### config.mk
export PLATFORM = sky130hd
export DESIGN_NAME = apb_nslave_bridge
export DESIGN_NICKNAME = d
export VERILOG_FILES = /design/src/rtl/apb_nslave_bridge_pkg.sv /design/src/rtl/apb_addr_decode.sv /design/src/rtl/apb_nslave_bridge.sv
export SDC_FILE = /design/constraint.sdc
export NUM_CORES = 1
export LEC_CHECK = 0
export CAP_MARGIN = 40
export CORE_MARGIN = 2
export CORE_UTILIZATION = 25
export DETAILED_ROUTE_END_ITERATION = 6
export HOLD_SLACK_MARGIN = 0.03
export REMOVE_ABC_BUFFERS = 1
export SYNTH_ARGS = -nofsm -noshare
export SYNTH_HDL_FRONTEND = slang
export SYNTH_HIERARCHICAL = 1
export SYNTH_SLANG_ARGS = --single-unit
### constraint.sdc
create_clock -name PCLK -period 2.7 [get_ports PCLK]
set_clock_uncertainty 0.2 [all_clocks]
set_input_delay 0.405 -clock PCLK [delete_from_list [all_inputs] [get_ports PCLK]]
set_output_delay 0.405 -clock PCLK [all_outputs]
set_load 0.03 [all_outputs]
### src/rtl/apb_nslave_bridge_pkg.sv
// -----------------------------------------------------------------------------
// apb_nslave_bridge_pkg
//   Shared definitions for the APB requester/decoder slice. Other APB masters
//   and slaves reuse these definitions.
//   - apb_state_e : requester sequencing states (IDLE/SETUP/ACCESS/DERR)
//   - sel_bits()  : width of the slave index field, never less than 1
//   - to_bits()   : width of a counter that can hold 0..timeout_cycles
// -----------------------------------------------------------------------------
package apb_nslave_bridge_pkg;

  typedef enum logic [1:0] {
    ST_IDLE   = 2'd0,
    ST_SETUP  = 2'd1,
    ST_ACCESS = 2'd2,
    ST_DERR   = 2'd3
  } apb_state_e;

  function automatic int sel_bits(input int slave_num);
    return (slave_num > 1) ? $clog2(slave_num) : 1;
  endfunction

  function automatic int to_bits(input int timeout_cycles);
    return (timeout_cycles > 0) ? $clog2(timeout_cycles + 1) : 1;
  endfunction

endpackage

### src/rtl/apb_addr_decode.sv
// -----------------------------------------------------------------------------
// apb_addr_decode
//   Combinational slave decode. The slave index is taken from the top SEL_BITS
//   bits of the address; an index at or above SLAVE_NUM is unmapped.
//   Ports:
//     ADDR  in  request address
//     idx   out slave index (top address bits)
//     hit   out 1 when idx selects an existing slave
// -----------------------------------------------------------------------------
module apb_addr_decode
  import apb_nslave_bridge_pkg::*;
#(
  parameter  int MAIN_ADDR_WIDTH = 32,
  parameter  int SLAVE_NUM       = 4,
  localparam int SEL_BITS        = sel_bits(SLAVE_NUM)
) (
  input  logic [MAIN_ADDR_WIDTH-1:0] ADDR,
  output logic [SEL_BITS-1:0]        idx,
  output logic                       hit
);

  // One extra bit so SLAVE_NUM itself is representable for the compare.
  localparam logic [SEL_BITS:0] NUM_SLAVES = (SEL_BITS + 1)'(SLAVE_NUM);

  assign idx = ADDR[MAIN_ADDR_WIDTH-1 -: SEL_BITS];
  assign hit = ({1'b0, idx} < NUM_SLAVES);

  // Low address bits only matter to the slaves, not to the decode.
  generate
    if (MAIN_ADDR_WIDTH > SEL_BITS) begin : g_low_bits
      logic unused_low_addr;
      assign unused_low_addr = ^ADDR[MAIN_ADDR_WIDTH-SEL_BITS-1:0];
    end
  endgenerate

endmodule

### src/rtl/apb_nslave_bridge.sv
// -----------------------------------------------------------------------------
// apb_nslave_bridge
//   APB4 requester driving SLAVE_NUM slaves on a shared address/data bus with a
//   one-hot PSEL. Level requests are sequenced IDLE -> SETUP -> ACCESS; results
//   come back as a one-cycle READY pulse with RDATA and an ERROR flag covering
//   slave errors, unmapped addresses and PREADY timeouts.
//   Ports:
//     PCLK, PRESET_n            clock, asynchronous active-low reset
//     transfer/WRITE/ADDR/WDATA/STRB   request, sampled only in IDLE
//     RDATA/READY/ERROR         completion result (registered)
//     PADDR/PSEL/PENABLE/PWRITE/PWDATA/PSTRB   APB request bus
//     PREADY_vec/PRDATA_vec/PSLVERR_vec        per-slave responses
// -----------------------------------------------------------------------------
module apb_nslave_bridge
  import apb_nslave_bridge_pkg::*;
#(
  parameter  int DATA_WIDTH      = 32,
  parameter  int MAIN_ADDR_WIDTH = 32,
  parameter  int SLAVE_NUM       = 4,
  parameter  int TIMEOUT_CYCLES  = 16,
  localparam int DATA_BYTE_NUM   = DATA_WIDTH / 8,
  localparam int SEL_BITS        = sel_bits(SLAVE_NUM),
  localparam int TO_BITS         = to_bits(TIMEOUT_CYCLES)
) (
  input  logic                            PCLK,
  input  logic                            PRESET_n,
  input  logic                            transfer,
  input  logic                            WRITE,
  input  logic [MAIN_ADDR_WIDTH-1:0]      ADDR,
  input  logic [DATA_WIDTH-1:0]           WDATA,
  input  logic [DATA_BYTE_NUM-1:0]        STRB,
  output logic [DATA_WIDTH-1:0]           RDATA,
  output logic                            READY,
  output logic                            ERROR,
  output logic [MAIN_ADDR_WIDTH-1:0]      PADDR,
  output logic [SLAVE_NUM-1:0]            PSEL,
  output logic                            PENABLE,
  output logic                            PWRITE,
  output logic [DATA_WIDTH-1:0]           PWDATA,
  output logic [DATA_BYTE_NUM-1:0]        PSTRB,
  input  logic [SLAVE_NUM-1:0]            PREADY_vec,
  input  logic [SLAVE_NUM*DATA_WIDTH-1:0] PRDATA_vec,
  input  logic [SLAVE_NUM-1:0]            PSLVERR_vec
);

  localparam logic [TO_BITS-1:0] TO_LAST = TO_BITS'(TIMEOUT_CYCLES - 1);

  apb_state_e          state_reg;
  logic [SEL_BITS-1:0] sel_reg;
  logic [TO_BITS-1:0]  cnt_reg;

  logic [SEL_BITS-1:0] dec_idx;
  logic                dec_hit;

  apb_addr_decode #(
    .MAIN_ADDR_WIDTH (MAIN_ADDR_WIDTH),
    .SLAVE_NUM       (SLAVE_NUM)
  ) u_decode (
    .ADDR (ADDR),
    .idx  (dec_idx),
    .hit  (dec_hit)
  );

  // Response mux: only the latched slave's response is ever looked at.
  logic [DATA_WIDTH-1:0] prdata_arr [SLAVE_NUM];
  for (genvar gi = 0; gi < SLAVE_NUM; gi++) begin : g_prdata
    assign prdata_arr[gi] = PRDATA_vec[gi*DATA_WIDTH +: DATA_WIDTH];
  end

  logic                  pready_sel;
  logic                  pslverr_sel;
  logic [DATA_WIDTH-1:0] prdata_sel;

  assign pready_sel  = PREADY_vec[sel_reg];
  assign pslverr_sel = PSLVERR_vec[sel_reg];
  assign prdata_sel  = prdata_arr[sel_reg];

  always_ff @(posedge PCLK or negedge PRESET_n) begin
    if (!PRESET_n) begin
      state_reg <= ST_IDLE;
      sel_reg   <= '0;
      cnt_reg   <= '0;
      PSEL      <= '0;
      PENABLE   <= 1'b0;
      PADDR     <= '0;
      PWRITE    <= 1'b0;
      PWDATA    <= '0;
      PSTRB     <= '0;
      RDATA     <= '0;
      READY     <= 1'b0;
      ERROR     <= 1'b0;
    end else begin
      // READY/ERROR are single-cycle pulses; only completions raise them.
      READY <= 1'b0;
      ERROR <= 1'b0;
      case (state_reg)
        ST_IDLE: begin
          PSEL    <= '0;
          PENABLE <= 1'b0;
          if (transfer) begin
            PADDR   <= ADDR;
            PWRITE  <= WRITE;
            PWDATA  <= WDATA;
            PSTRB   <= WRITE ? STRB : '0;
            sel_reg <= dec_idx;
            if (dec_hit) begin
              // PSEL is registered here so it is visible throughout SETUP.
              PSEL      <= SLAVE_NUM'(1) << dec_idx;
              cnt_reg   <= '0;
              state_reg <= ST_SETUP;
            end else begin
              state_reg <= ST_DERR;
            end
          end
        end

        ST_SETUP: begin
          PENABLE   <= 1'b1;
          state_reg <= ST_ACCESS;
        end

        ST_ACCESS: begin
          // PREADY is tested first so it wins over a simultaneous timeout.
          if (pready_sel) begin
            READY     <= 1'b1;
            ERROR     <= pslverr_sel;
            if (!PWRITE) RDATA <= pslverr_sel ? '0 : prdata_sel;
            PSEL      <= '0;
            PENABLE   <= 1'b0;
            state_reg <= ST_IDLE;
          end else if (TIMEOUT_CYCLES != 0 && cnt_reg == TO_LAST) begin
            READY     <= 1'b1;
            ERROR     <= 1'b1;
            if (!PWRITE) RDATA <= '0;
            PSEL      <= '0;
            PENABLE   <= 1'b0;
            state_reg <= ST_IDLE;
          end else begin
            cnt_reg <= cnt_reg + 1'b1;
          end
        end

        ST_DERR: begin
          READY     <= 1'b1;
          ERROR     <= 1'b1;
          if (!PWRITE) RDATA <= '0;
          state_reg <= ST_IDLE;
        end

        default: state_reg <= ST_IDLE;
      endcase
    end
  end

endmodule

==> results of run 1 <==
-- metal layers --
layer	wire (um)	share of wire	up-vias	track usage
met5	0	0	-	0
met4	363	0.022	0	0.0571
met3	1620	0.097	20	0.0539
met2	8460	0.51	233	0.255
met1	6200	0.37	2095	0.159
li1	-	-	1978	-
-- report_power, final --
part	switching, uW	internal [uW]
registers	452	2490
clock network	796	1560
logic	2700	2650
-- cells in the mapped netlist (2+ instances only) --
cell type	number	area, um^2
inv_1	16	60.1
o211ai_1	4	30.0
buf_4	3	22.5
clkbuf_1	11	41.3
o21ai_0	4	20.0
o21ai_1	5	25.0
nor3b_2	2	25.0
o22ai_1	3	18.8
nand2_1	2	7.51
o311ai_1	3	26.3
ha_1	3	37.5
nand2b_1	2	12.5
buf_2	9	45.0
mux2_2	66	743
a22o_1	32	280
o32ai_1	2	17.5
a21oi_1	4	20.0
nand3_1	6	30.0
o31a_1	2	17.5
mux4_2	32	721
mux4_1	2	52.6
dfrtp_1	117	2930
buf_6	5	56.3
-- area by class of cell --
| type | count | area, um^2 |
|---|---|---|
| multi-input cells | 186 | 2200 |
| repair buffers | 326 | 3290 |
| clock inverters | 13 | 180 |
| inverters | 16 | 60.1 |
| clock buffers | 19 | 443 |
| well taps | 275 | 344 |
| fillers | 1860 | 11600 |
| flip-flops and latches | 117 | 2930 |
-- final timing paths --
check / from / endpoint / slack [ps] / cells after the start
max in group asynchronous: PRESET_n / RDATA[24] / 1400 / 3
worst min register to register: RDATA[22] / RDATA[22] / 300 / 1
worst max-delay path: cnt_reg[0] / cnt_reg[2] / 420 / 5
worst max register to register: cnt_reg[0] / cnt_reg[2] / 420 / 5
worst min-delay path: PRESET_n / PADDR[13] / 250 / 2
min in group PCLK: RDATA[22] / RDATA[22] / 300 / 1
-- worst max-delay path: cells and delay by family (launching register included) --
kind	cells	cell delay [ps]
simple gates	2	580
flops	1	430
fa+ha+maj	2	550
compound gates	1	400
-- kinds of logic (layout without fill, tap and decap cells) --
logic type	after synthesis	count (layout)	share of synthesized area
other	1	1	0.000701
flip-flops	117	117	0.547
AO/OA/AOI/OAI	62	62	0.0933
adder cells (fa/ha/maj)	3	3	0.00702
AND/OR/NAND/NOR	19	19	0.0234
buffers and inverters	45	374	0.0430
multiplexers	101	101	0.285
-- per-stage QoR --
stage	TNS [ps]	setup WS [ps]
detailed placement	0	171
global placement	0	203
CTS	0	435
finish	0	423
global route	0	344
floorplan	-151280	-1610
-- timing repair --
| action | CTS | global route |
|---|---|---|
| hold buffers | 1 | 0 |
| endpoints found under the setup margin | 0 | 0 |
| setup buffers | 0 | 0 |
| hold endpoints to repair | 31 | 0 |
==> run summary, run 1 <==
Status = finished, final reports clean
ANT nets after route = 0
Post-placement cell area = 8810 um^2
Largest registers = PADDR: 32 flops, PWDATA: 32 flops, RDATA: 32 flops
CP max-delay cell = dfrtp_1
Initial antenna violation count = 0
Yosys warnings = 6
Setup violations, final = 0
GRT Residual Overflow = 0
Pwr/cell area = 1130 nW/um^2
Routed len/inst = 17.5 um
Vias/cell = 4.54
Initial DRC count = 123
Max cap viols = 0
Final core occ = 0.449
CP max stage delay = 430 ps
H-tree levels = 4
Core Area = 21,000 um^2
Mapped Cells = 348
Die Y = 150 um
Design Power = 10,700 uW
Vias = 4,326
Tcrit/Tclk final = 0.843
Worst path cell trace = ha_1 > and3_1 > ha_1 > or2_0 > a311o_1
Required time worst endpoint = 2790 ps
Ports = 316
EDFF count, synth = 0
Skew-Pair Late Insertion Delay = 410 ps
Endpoint class of the critical path = register
Slew Viols, Final = 0
Critical Path Source Type = register
Clock Root Buffer = clkbuf_16
Most frequent CP cell = ha_1
Final net count = 875
VDD IR max = 370 uV
Critical path fanouts, max = 8
Final HPWL DP = 13,200 um
# DRC = 0
TritonCTS clock tree = done
Port bufs = 315
Clk slew on worst S/H paths = 60 ps
Die width = 150 um
Post-Layout Cell Count = 952
Largest net degree at the start of global routing = 62
Avg Cell Area, Syn = 15.4 um^2
Die area = 22,600 um^2
Leakage dissipation = 0.00378 uW
First-pass GRT wire length = 24,900 um
Post-cts sizing count = 0
Hold Fails Final Rpt = 0
CTS sink count = 117
Drt pass-1 iters = 6
Antenna diodes = 0
Synthesized flop and latch total = 117
RSZ-0062 raised after global routing = no
Inst Count DP = 919
Layout cell share with drive strength beyond 1 = 0.213
Worst min path class = in2async
Largest buffer count on any clock path = 2
Gr usage total = 0.145
Most common flop cell mapped by yosys = dfrtp_1
Most common cell after layout, fill and taps aside = clkdlybuf4s50_1
Area grow syn2layout = 76.6%
Routed Wire Length = 16,600 um
Synthesized area = 5350 um^2
Rows = 53
TritonCTS buffer count = 17
Async S/R FF share, synth = 1.00
Initial Util = 0.255
GPL Wtd Cong = 0.778
Minimum clock period after layout = 2280 ps
Cell area after layout = 9450 um^2
Worst Setup Path Type = reg2reg
Count of cell types in the netlist = 36
Most frequent cells in the layout = clkdlybuf4s50_1 (314), dfrtp_1 (116), mux2_2 (66)
Worst hold slack = 249 ps
Worst Path Arrival = 2360 ps
Vias in the first global route = 4,604
Post-synthesis sequential area ratio = 0.547
Fmax = 0.439 GHz
(Power assumes the default switching activity.)
==> run 2, diff against run 1 <==
clock period = 1.86 ns   (was 2.7 ns; I/O delays follow)
==> run summary, run 2 (same netlist as run 1, synthesis figures left out) <==
Worst Path Buf+Inv = 2 (was 0)
Drt pass-1 iters = 4 (was 6)
# DRC = 0 (unchanged)
Minimum clock period after layout = 2000 ps (was 2280 ps)
TritonCTS buffer count = 17 (unchanged)
Die area = 22,600 um^2 (unchanged)
Hold Fails Final Rpt = 0 (unchanged)
Worst Path Arrival = 2150 ps (was 2360 ps)
Tcrit/Tclk final = 1.08 (was 0.843)
Vias in the first global route = 4,876 (was 4,604)
Port bufs = 315 (unchanged)
Clk slew on worst S/H paths = 60 ps (about the same)
CP max stage delay = 590 ps (was 430 ps)
Largest delay share family, worst path = multiplexers (was simple AND/OR/NAND/NOR gates)
Die Y = 150 um (unchanged)
First-pass GRT wire length = 26,400 um (was 24,900 um)
Required time worst endpoint = 2010 ps (was 2790 ps)
Reg area = 2930 um^2 (unchanged)
Most common cell after layout, fill and taps aside = clkdlybuf4s50_1 (unchanged)
Initial Util = 0.255 (unchanged)
Most frequent cells in the layout = clkdlybuf4s50_1 (206), dfrtp_1 (116), dlygate4sd2_1 (107) (was clkdlybuf4s50_1 (314), dfrtp_1 (116), mux2_2 (66))
Number of fill cells = 1,865 (was 1,860)
Endpoint class of the critical path = register (unchanged)
Ports = 316 (unchanged)
GRT Residual Overflow = 0 (unchanged)
H-tree levels = 4 (unchanged)
CTS sink count = 117 (unchanged)
Die width = 150 um (unchanged)
Area of the multi-input gates = 2290 um^2 (was 2200 um^2)
Largest registers = PADDR: 32 flops, PWDATA: 32 flops, RDATA: 32 flops (unchanged)
Vias = 4,454 (was 4,326)
Leakage dissipation = 0.00425 uW (was 0.00378 uW)
Failing checks = negative setup slack
Max cap viols = 0 (unchanged)
Final HPWL DP = 13,600 um (was 13,200 um)
Worst setup margin = -144 ps (was 423 ps)
Worst Setup Path Type = reg2reg (unchanged)
Largest net degree at the start of global routing = 61 (was 62)
Core Area = 21,000 um^2 (unchanged)
Worst path cell trace = mux4_2 > o311ai_4 > buf_12 > clkbuf_16 > a22o_1 (was ha_1 > and3_1 > ha_1 > or2_0 > a311o_1)
Largest buffer count on any clock path = 2 (unchanged)
Post-placement cell area = 8980 um^2 (was 8810 um^2)
Clock Root Buffer = clkbuf_16 (unchanged)
Routed len/inst = 18.2 um (was 17.5 um)
Vias/cell = 4.56 (was 4.54)
ANT nets after route = 0 (unchanged)
Critical path fanouts, max = 8 (unchanged)
Routed Wire Length = 17,700 um (was 16,600 um)
Fmax = 0.499 GHz (was 0.439 GHz)
Final core occ = 0.460 (was 0.449)
Initial DRC count = 86 (was 123)
Cell area after layout = 9670 um^2 (was 9450 um^2)
Layout cell share with drive strength beyond 1 = 0.257 (was 0.213)
CP max-delay cell = mux4_2 (was dfrtp_1)
Gr usage total = 0.155 (was 0.145)
TritonCTS clock tree = done (unchanged)
Antenna diodes = 0 (unchanged)
Setup violations, final = 42 (was 0)
Critical Path Source Type = register (unchanged)
VDD IR max = 529 uV (was 370 uV)
Rows = 53 (unchanged)
Skew-Pair Late Insertion Delay = 410 ps (about the same)
Initial antenna violation count = 1 (was 0)
Slew Viols, Final = 0 (unchanged)
Area grow syn2layout = 80.7% (was 76.6%)
Worst min path class = in2async (unchanged)
RSZ-0062 raised after global routing = yes (was no)
GPL Wtd Cong = 0.803 (was 0.778)
Pwr/cell area = 1580 nW/um^2 (was 1130 nW/um^2)
Worst hold slack = 231 ps (was 249 ps)
Final net count = 899 (was 875)
Status = finished, violations left (was finished, final reports clean)
-- run 2: cell types whose count changed in the layout (fill, tap and decap cells not counted), sizes merged --
cell           before  now
clkdlybuf4s50     314  206
dlygate4sd2         0  107
buf                11   33
clkbuf             19   21
clkinv              5    7
bufinv              4    3
clkinvlp            3    2
dlymetal6s2s        0    1
-- run 2: layout make-up --
cell class / instances / share of cell area
Timing Repair Buffer: 350 / 0.356
Tap cell: 275 / 0.0356
Clock buffer: 19 / 0.0458
Clock inverter: 13 / 0.0162
Sequential cell: 117 / 0.303
Inverter: 16 / 0.00621
Multi-Input combinational cell: 186 / 0.237
-- run 2: repair_timing --
action,4_1_cts,5_1_grt
setup endpoints to repair,152,45
endpoints found under the hold margin,117,0
pin swaps,6,36
resized for setup,122,3
buffers inserted,4,0
hold buffers,1,0
cloned,1,2
-- run 2: report_power, final --
group | switching [uW] | internal [uW] | total [uW]
registers | 577 | 3610 | 4190
logic | 4190 | 3640 | 7830
clock network | 1170 | 2130 | 3300
-- run 2: layer usage --
metal | vias to the layer above | track usage | part of all wire
li1 | 2023 | - | -
met3 | 24 | 0.0558 | 0.095
met2 | 252 | 0.290 | 0.54
met4 | 2 | 0.0524 | 0.018
met1 | 2153 | 0.158 | 0.35
met5 | - | 0 | 0.00073
-- run 2: final timing paths --
path | start | endpoint | slack, ps | cells after the start
max | sel_reg[0] | RDATA[23] | -140 | 5
min | PRESET_n | PWDATA[18] | 230 | 3
max reg2reg | sel_reg[0] | RDATA[23] | -140 | 5
min reg2reg | PWDATA[19] | PWDATA[19] | 300 | 1
max in group asynchronous | PRESET_n | sel_reg[0] | 930 | 3
min in group PCLK | STRB[0] | PSTRB[0] | 260 | 3
-- run 2: through the flow --
stage / cells / total power (uW) / setup TNS (ps) / setup WS [ps]
detailed placement: 936 / 12500 / -30510 / -456
floorplan: 319 / 8820 / -249560 / -2450
CTS: 974 / 15400 / -5480 / -170
global route: 976 / 16200 / -6950 / -204
global placement: 936 / 12300 / -30480 / -446
finish: 976 / 15300 / -4400 / -144
-- run 2: worst min-delay path: cells and delay by family --
kind     cells  cell delay, ps
buf+inv      3             940
==> run 3, diff against run 2 <==
CTS_CLUSTER_SIZE = 20   (was unset)
==> results of run 3 <==
The final DEF is identical to that of run 2; final timing and power are the same.
